<file path="config.mk">
export PLATFORM = sky130hd
export DESIGN_NAME = store_unit
export DESIGN_NICKNAME = d
export VERILOG_FILES = /design/src/rtl/store_pkg.sv /design/src/rtl/store_lane_packer.sv /design/src/rtl/store_unit.sv
export SDC_FILE = /design/constraint.sdc
export NUM_CORES = 1
export LEC_CHECK = 0
export CAP_MARGIN = 10
export CELL_PAD_IN_SITES_DETAIL_PLACEMENT = 2
export CELL_PAD_IN_SITES_GLOBAL_PLACEMENT = 2
export CORE_ASPECT_RATIO = 0.7
export CORE_UTILIZATION = 25
export CTS_CLUSTER_SIZE = 24
export DETAILED_ROUTE_END_ITERATION = 12
export PLACE_DENSITY_LB_ADDON = 0.1
export SLEW_MARGIN = 20
export SYNTH_ARGS = -nofsm -noshare
export SYNTH_HDL_FRONTEND = slang
export SYNTH_SLANG_ARGS = --single-unit
export TNS_END_PERCENT = 1
</file>
<file path="constraint.sdc">
create_clock -name clk -period 5.9 [get_ports clk]
set_input_delay 1.18 -clock clk [delete_from_list [all_inputs] [get_ports clk]]
set_output_delay 1.18 -clock clk [all_outputs]
set_load 0.03 [all_outputs]
</file>
<file path="src/rtl/store_pkg.sv">
// store_pkg
// Shared definitions for the store path: request size encodings, the
// store FSM state type and the per-size byte-enable masks before lane
// placement.
package store_pkg;

  // Request size encodings as presented on req_size.
  localparam logic [1:0] SZ_BYTE = 2'b00;
  localparam logic [1:0] SZ_HALF = 2'b01;
  localparam logic [1:0] SZ_WORD = 2'b10;
  localparam logic [1:0] SZ_ILL  = 2'b11;

  // Byte-enable masks for a value sitting in the lowest lanes.
  localparam logic [3:0] MASK_BYTE = 4'b0001;
  localparam logic [3:0] MASK_HALF = 4'b0011;
  localparam logic [3:0] MASK_WORD = 4'b1111;
  localparam logic [3:0] MASK_NONE = 4'b0000;

  // Store sequencing states.
  typedef enum logic [1:0] {
    ST_IDLE  = 2'b00,
    ST_BEAT0 = 2'b01,
    ST_BEAT1 = 2'b10,
    ST_DONE  = 2'b11
  } state_t;

endpackage

</file>
<file path="src/rtl/store_lane_packer.sv">
// store_lane_packer
// Combinational narrowing and little-endian lane placement of a store value.
// The result spans two words so an unaligned access can be split into a
// low beat (window_o[31:0], be_o[3:0]) and a high beat (window_o[63:32],
// be_o[7:4]).
// Ports:
//   data_i   - register value to store
//   size_i   - size encoding (byte/half/word/illegal)
//   off_i    - byte offset within the word (address bits [1:0])
//   window_o - 64-bit lane-placed data window
//   be_o     - 8-bit byte enables matching window_o
module store_lane_packer
  import store_pkg::*;
(
  input  logic [31:0] data_i,
  input  logic [1:0]  size_i,
  input  logic [1:0]  off_i,
  output logic [63:0] window_o,
  output logic [7:0]  be_o
);

  logic [31:0] narrowed;
  logic [3:0]  mask;

  // Keep only the bytes the requested width uses; an illegal size produces
  // no data and no enables so it can never reach memory.
  always_comb begin
    narrowed = 32'h0;
    mask     = MASK_NONE;
    case (size_i)
      SZ_BYTE: begin
        narrowed = {24'h0, data_i[7:0]};
        mask     = MASK_BYTE;
      end
      SZ_HALF: begin
        narrowed = {16'h0, data_i[15:0]};
        mask     = MASK_HALF;
      end
      SZ_WORD: begin
        narrowed = data_i;
        mask     = MASK_WORD;
      end
      default: begin
        narrowed = 32'h0;
        mask     = MASK_NONE;
      end
    endcase
  end

  // Shift into place across the two-word window; anything pushed past
  // bit 31 / enable bit 3 belongs to the second beat.
  assign window_o = {32'h0, narrowed} << {off_i, 3'b000};
  assign be_o     = {4'b0000, mask} << off_i;

endmodule

</file>
<file path="src/rtl/store_unit.sv">
// store_unit
// Store-path data mover: captures a store request, narrows and lane-places
// the value, and writes it to data memory over a valid/ready port, splitting
// word-crossing accesses into two word-aligned beats.
// Ports:
//   clk, rst_n            - clock and synchronous active-low reset
//   req_valid/req_ready   - request handshake (ready only when idle)
//   req_addr/data/size    - byte address, register value, size encoding
//   mem_valid/mem_ready   - memory write beat handshake
//   mem_addr/wdata/be     - word-aligned address, placed data, byte enables
//   done                  - one-cycle pulse when a store completes
//   err                   - one-cycle pulse (with done) for an illegal size
module store_unit
  import store_pkg::*;
#(
  parameter int AW = 32
) (
  input  logic          clk,
  input  logic          rst_n,
  input  logic          req_valid,
  output logic          req_ready,
  input  logic [AW-1:0] req_addr,
  input  logic [31:0]   req_data,
  input  logic [1:0]    req_size,
  output logic          mem_valid,
  input  logic          mem_ready,
  output logic [AW-1:0] mem_addr,
  output logic [31:0]   mem_wdata,
  output logic [3:0]    mem_be,
  output logic          done,
  output logic          err
);

  state_t        state_q, state_d;
  logic [AW-1:0] addr_q, addr_d;
  logic [31:0]   data_q, data_d;
  logic [1:0]    size_q, size_d;
  logic          ill_q, ill_d;

  logic [63:0]   window;
  logic [7:0]    be8;
  logic          split;
  logic [AW-1:0] beat0Addr;
  logic [AW-1:0] beat1Addr;

  // Placement works from the captured request so beat outputs stay stable
  // for as long as memory stalls.
  store_lane_packer u_packer (
    .data_i   (data_q),
    .size_i   (size_q),
    .off_i    (addr_q[1:0]),
    .window_o (window),
    .be_o     (be8)
  );

  assign split     = |be8[7:4];
  assign beat0Addr = {addr_q[AW-1:2], 2'b00};
  assign beat1Addr = beat0Addr + {{(AW-3){1'b0}}, 3'd4};

  // Next-state logic: capture on acceptance in IDLE, advance beats on
  // memory handshake, and always spend exactly one cycle in DONE.
  always_comb begin
    state_d = state_q;
    addr_d  = addr_q;
    data_d  = data_q;
    size_d  = size_q;
    ill_d   = ill_q;
    case (state_q)
      ST_IDLE: begin
        if (req_valid) begin
          addr_d  = req_addr;
          data_d  = req_data;
          size_d  = req_size;
          ill_d   = (req_size == SZ_ILL);
          state_d = (req_size == SZ_ILL) ? ST_DONE : ST_BEAT0;
        end
      end
      ST_BEAT0: begin
        if (mem_ready) begin
          state_d = split ? ST_BEAT1 : ST_DONE;
        end
      end
      ST_BEAT1: begin
        if (mem_ready) begin
          state_d = ST_DONE;
        end
      end
      default: begin
        state_d = ST_IDLE;
        ill_d   = 1'b0;
      end
    endcase
  end

  // State and request registers; reset drops any pending beat.
  always_ff @(posedge clk) begin
    if (!rst_n) begin
      state_q <= ST_IDLE;
      addr_q  <= '0;
      data_q  <= 32'h0;
      size_q  <= SZ_BYTE;
      ill_q   <= 1'b0;
    end else begin
      state_q <= state_d;
      addr_q  <= addr_d;
      data_q  <= data_d;
      size_q  <= size_d;
      ill_q   <= ill_d;
    end
  end

  // Outputs decode from the registered state only; memory-side outputs are
  // forced to zero whenever no beat is being presented.
  always_comb begin
    req_ready = (state_q == ST_IDLE);
    mem_valid = 1'b0;
    mem_addr  = '0;
    mem_wdata = 32'h0;
    mem_be    = 4'h0;
    done      = (state_q == ST_DONE);
    err       = (state_q == ST_DONE) && ill_q;
    case (state_q)
      ST_BEAT0: begin
        mem_valid = 1'b1;
        mem_addr  = beat0Addr;
        mem_wdata = window[31:0];
        mem_be    = be8[3:0];
      end
      ST_BEAT1: begin
        mem_valid = 1'b1;
        mem_addr  = beat1Addr;
        mem_wdata = window[63:32];
        mem_be    = be8[7:4];
      end
      default: begin
        mem_valid = 1'b0;
      end
    endcase
  end

endmodule

</file>
==> metrics.txt <==
final setup TNS=0 ps; reg2reg path depth=6; routability-driven placement congestion ratio=0.839; Leak Pwr=2.27 nW; register area share after synthesis=between 20% and 30%; Sinks on Clock Net=69; cell count after synthesis=679; drt total wl=21700 µm; Hold Path End=data_q[19]; R2R setup slack=3540 ps; Synth Cell Area=0.00485 mm²; max-slew violation count=0; CP Capture Type=output port; top-area cell type share of the netlist area=28.5%; placed inst area=0.00634 mm²; status=completed; post-layout util=a little over a third; Hold Vio Cnt, Final=0; CP max-delay cell=nand2_1; Overflow after GRT=0; Worst slew margin=34.0%; net count reported at finish=850; CTS clk-pin slew, worst paths=60 ps; Hold Path Class=register to register; maximum VDD drop=127 µV; asr flop ratio synth=0%; ratio of cells with drive above 1 in the final layout=5.42%; Setup CP Type=register to output port; PortBufs=139; Initial Util=25.6%; Hold Path Origin=data_q[19]; initial antenna violation count=0; DIE AREA=0.0200 mm²; die boundary width=168 µm; clk root buf=clkbuf_16; main flop type after synthesis=dfxtp_1; largest area contributor in the netlist=dfxtp_1; Fin Clk Skew=10.0 ps; Rows=42; Worst Setup Start Kind=register; CP peak stage delay=roughly 720 ps; Clock Latency Late Sink=350 ps; GR Util All Layers=22.0%; Slew @ Worst Pin=988 ps; Post-Place Cells=1024; DRC errors left=0; min cycle time layout=5040 ps; Final ANT Viol Nets=0; Synth Area per Inst=7.14 µm²; CTS Buf Count=9; largest net degree at the start of global routing=70; hold depth=2; worst-path fanout max=27; worst r2r src=state_q[1]; dpl hpwl=15700 µm; worst path cell trace=inv_1 > ha_1 > nand2_1 > nor4_1 > a41oi_1 > a31oi_1 > clkdlybuf4s50_1; via count=about 5500; IO Pins=~140; Detailed Route Iter0 Violations=between 200 and 300; Ant. Diodes=0; RSZ-0062 raised after global routing=no; top post-synthesis cells by count=177 x nand2_1, 70 x a21boi_0, 69 x dfxtp_1; Worst Path Arrival=3860 ps; WHS=between 400 and 500 ps; hold-fix buffers at CTS=0; Max Freq=198 MHz; placeable core region=0.0190 mm²; Final Non-Filler Cells=1039; count of different cell masters after synthesis=57; post-CTS resize count=0; DR pass1 iterations=5; final setup violation count=0; MaxCap Viol Count=0; Crit path required time=~4700 ps; most numerous cell in the Yosys netlist=nand2_1; Max Root-Sink Buffers=2; largest cells by area after synthesis=dfxtp_1 28%, nand2_1 14%, a21boi_0 11%, clkbuf_1 4.1%, a21oi_1 3.5%; Pwr Density=339 mW/mm²; Area Overhead vs Synth=37.3%; YS warnings=0; vias in the first global route=5748; H-tree depth=3; drt via density=5.32; EDFF count, synth=0; final instance area=0.00666 mm²; Die Y-Extent=roughly 120 µm; r2r endpoint=data_q[18]; Setup Fix Bufs, Post-CTS=0; WL per Instance=20.9 µm; first-pass GRT wire length=33700 µm; CTS tree=done; number of synthesized register bits=69; Final period util=a little under nine tenths
[layout by cell type, fill, tap and decap left out, drive strengths merged, types with 4 or more instances in the layout]
master         Yosys  routed
nand2            177     177
clkdlybuf4s50      0     138
a21boi            70      70
dfxtp             69      69
a21oi             34      34
o21ai             25      25
nand3             22      22
nor2              16      16
nand4             15      15
and3              14      14
inv               13      13
nand2b            11      11
a21o              11      11
a31oi              9       9
a32oi              9       9
ha                 9       9
clkbuf            57       9
o211ai             8       8
mux2               8       8
a221oi             8       8
a22oi              8       8
o21a               7       7
and2               7       7
and4               7       7
or3                6       6
buf                7       6
nand3b             5       5
or4                5       5
o31ai              4       4
nor2b              4       4
[critical path, delay by kind of cell (launching register included)]
family | cells | cell delay [ps]
AO/OA/AOI/OAI | 2 | 340
adder cells (fa/ha/maj) | 1 | 610
buffers and inverters | 2 | 790
flip-flops | 1 | 390
AND/OR/NAND/NOR | 2 | 1370
[logic make-up after synthesis]
family | Yosys count | synth area share (%)
buffers and inverters | 77 | 6.53
adder cells (fa/ha/maj) | 9 | 2.32
flip-flops | 69 | 28.5
XOR/XNOR | 3 | 0.542
multiplexers | 9 | 2.06
other | 1 | 0.0773
AND/OR/NAND/NOR | 295 | 28.7
AO/OA/AOI/OAI | 216 | 31.3
[how the worst max path moves through the flow]
stage | from | slack [ps] | cells past startpoint | end
after floorplan | state_q[0] | 2050 | 6 | mem_addr[11]
after global placement | state_q[0] | 1440 | 7 | mem_addr[18]
after detailed placement | state_q[0] | 1260 | 7 | mem_addr[18]
after CTS | state_q[0] | 870 | 7 | mem_addr[18]
after global routing | state_q[0] | 570 | 7 | mem_addr[18]
final | state_q[0] | 860 | 7 | mem_addr[18]
[power breakdown]
| part | internal (W) | leakage, nW | switching [W] |
|---|---|---|---|
| sequential | 0.000556 | 0.566 | 0.000145 |
| clock | 0.000368 | 0.147 | 0.000229 |
| combinational | 0.000308 | 1.55 | 0.000650 |
| total | 0.00123 | 2.27 | 0.00102 |
[per-stage QoR]
| stage | setup slack (ps) | power [W] |
|---|---|---|
| global route | 570 | 0.00240 |
| detailed placement | 1260 | 0.00167 |
| CTS | 868 | 0.00228 |
| global placement | 1440 | 0.00163 |
| finish | 862 | 0.00226 |
| floorplan | 2050 | 0.00127 |
[state kept, by name, indices dropped and copies added, names as in the netlist]
register and cells:
size_q 2, data_q 32, addr_q 32, state_q 2
ill_q 1
[final cells by class]
class,count,area [µm²]
clock inverters,6,88.8
repair buffers,144,1430
fillers,2201,12300
clock buffers,9,225
well taps,264,330
flip-flops and latches,69,1380
inverters,13,48.8
multi-input cells,534,3160
[per-layer routing]
metal	share of wire, %	vias up	global-route usage (%)
met4	1.1	0	5.34
met3	4.5	17	3.25
met5	0	-	0
met2	41	164	31.3
met1	53	2746	34.0
li1	-	2599	-
(Power assumes the default switching activity.)
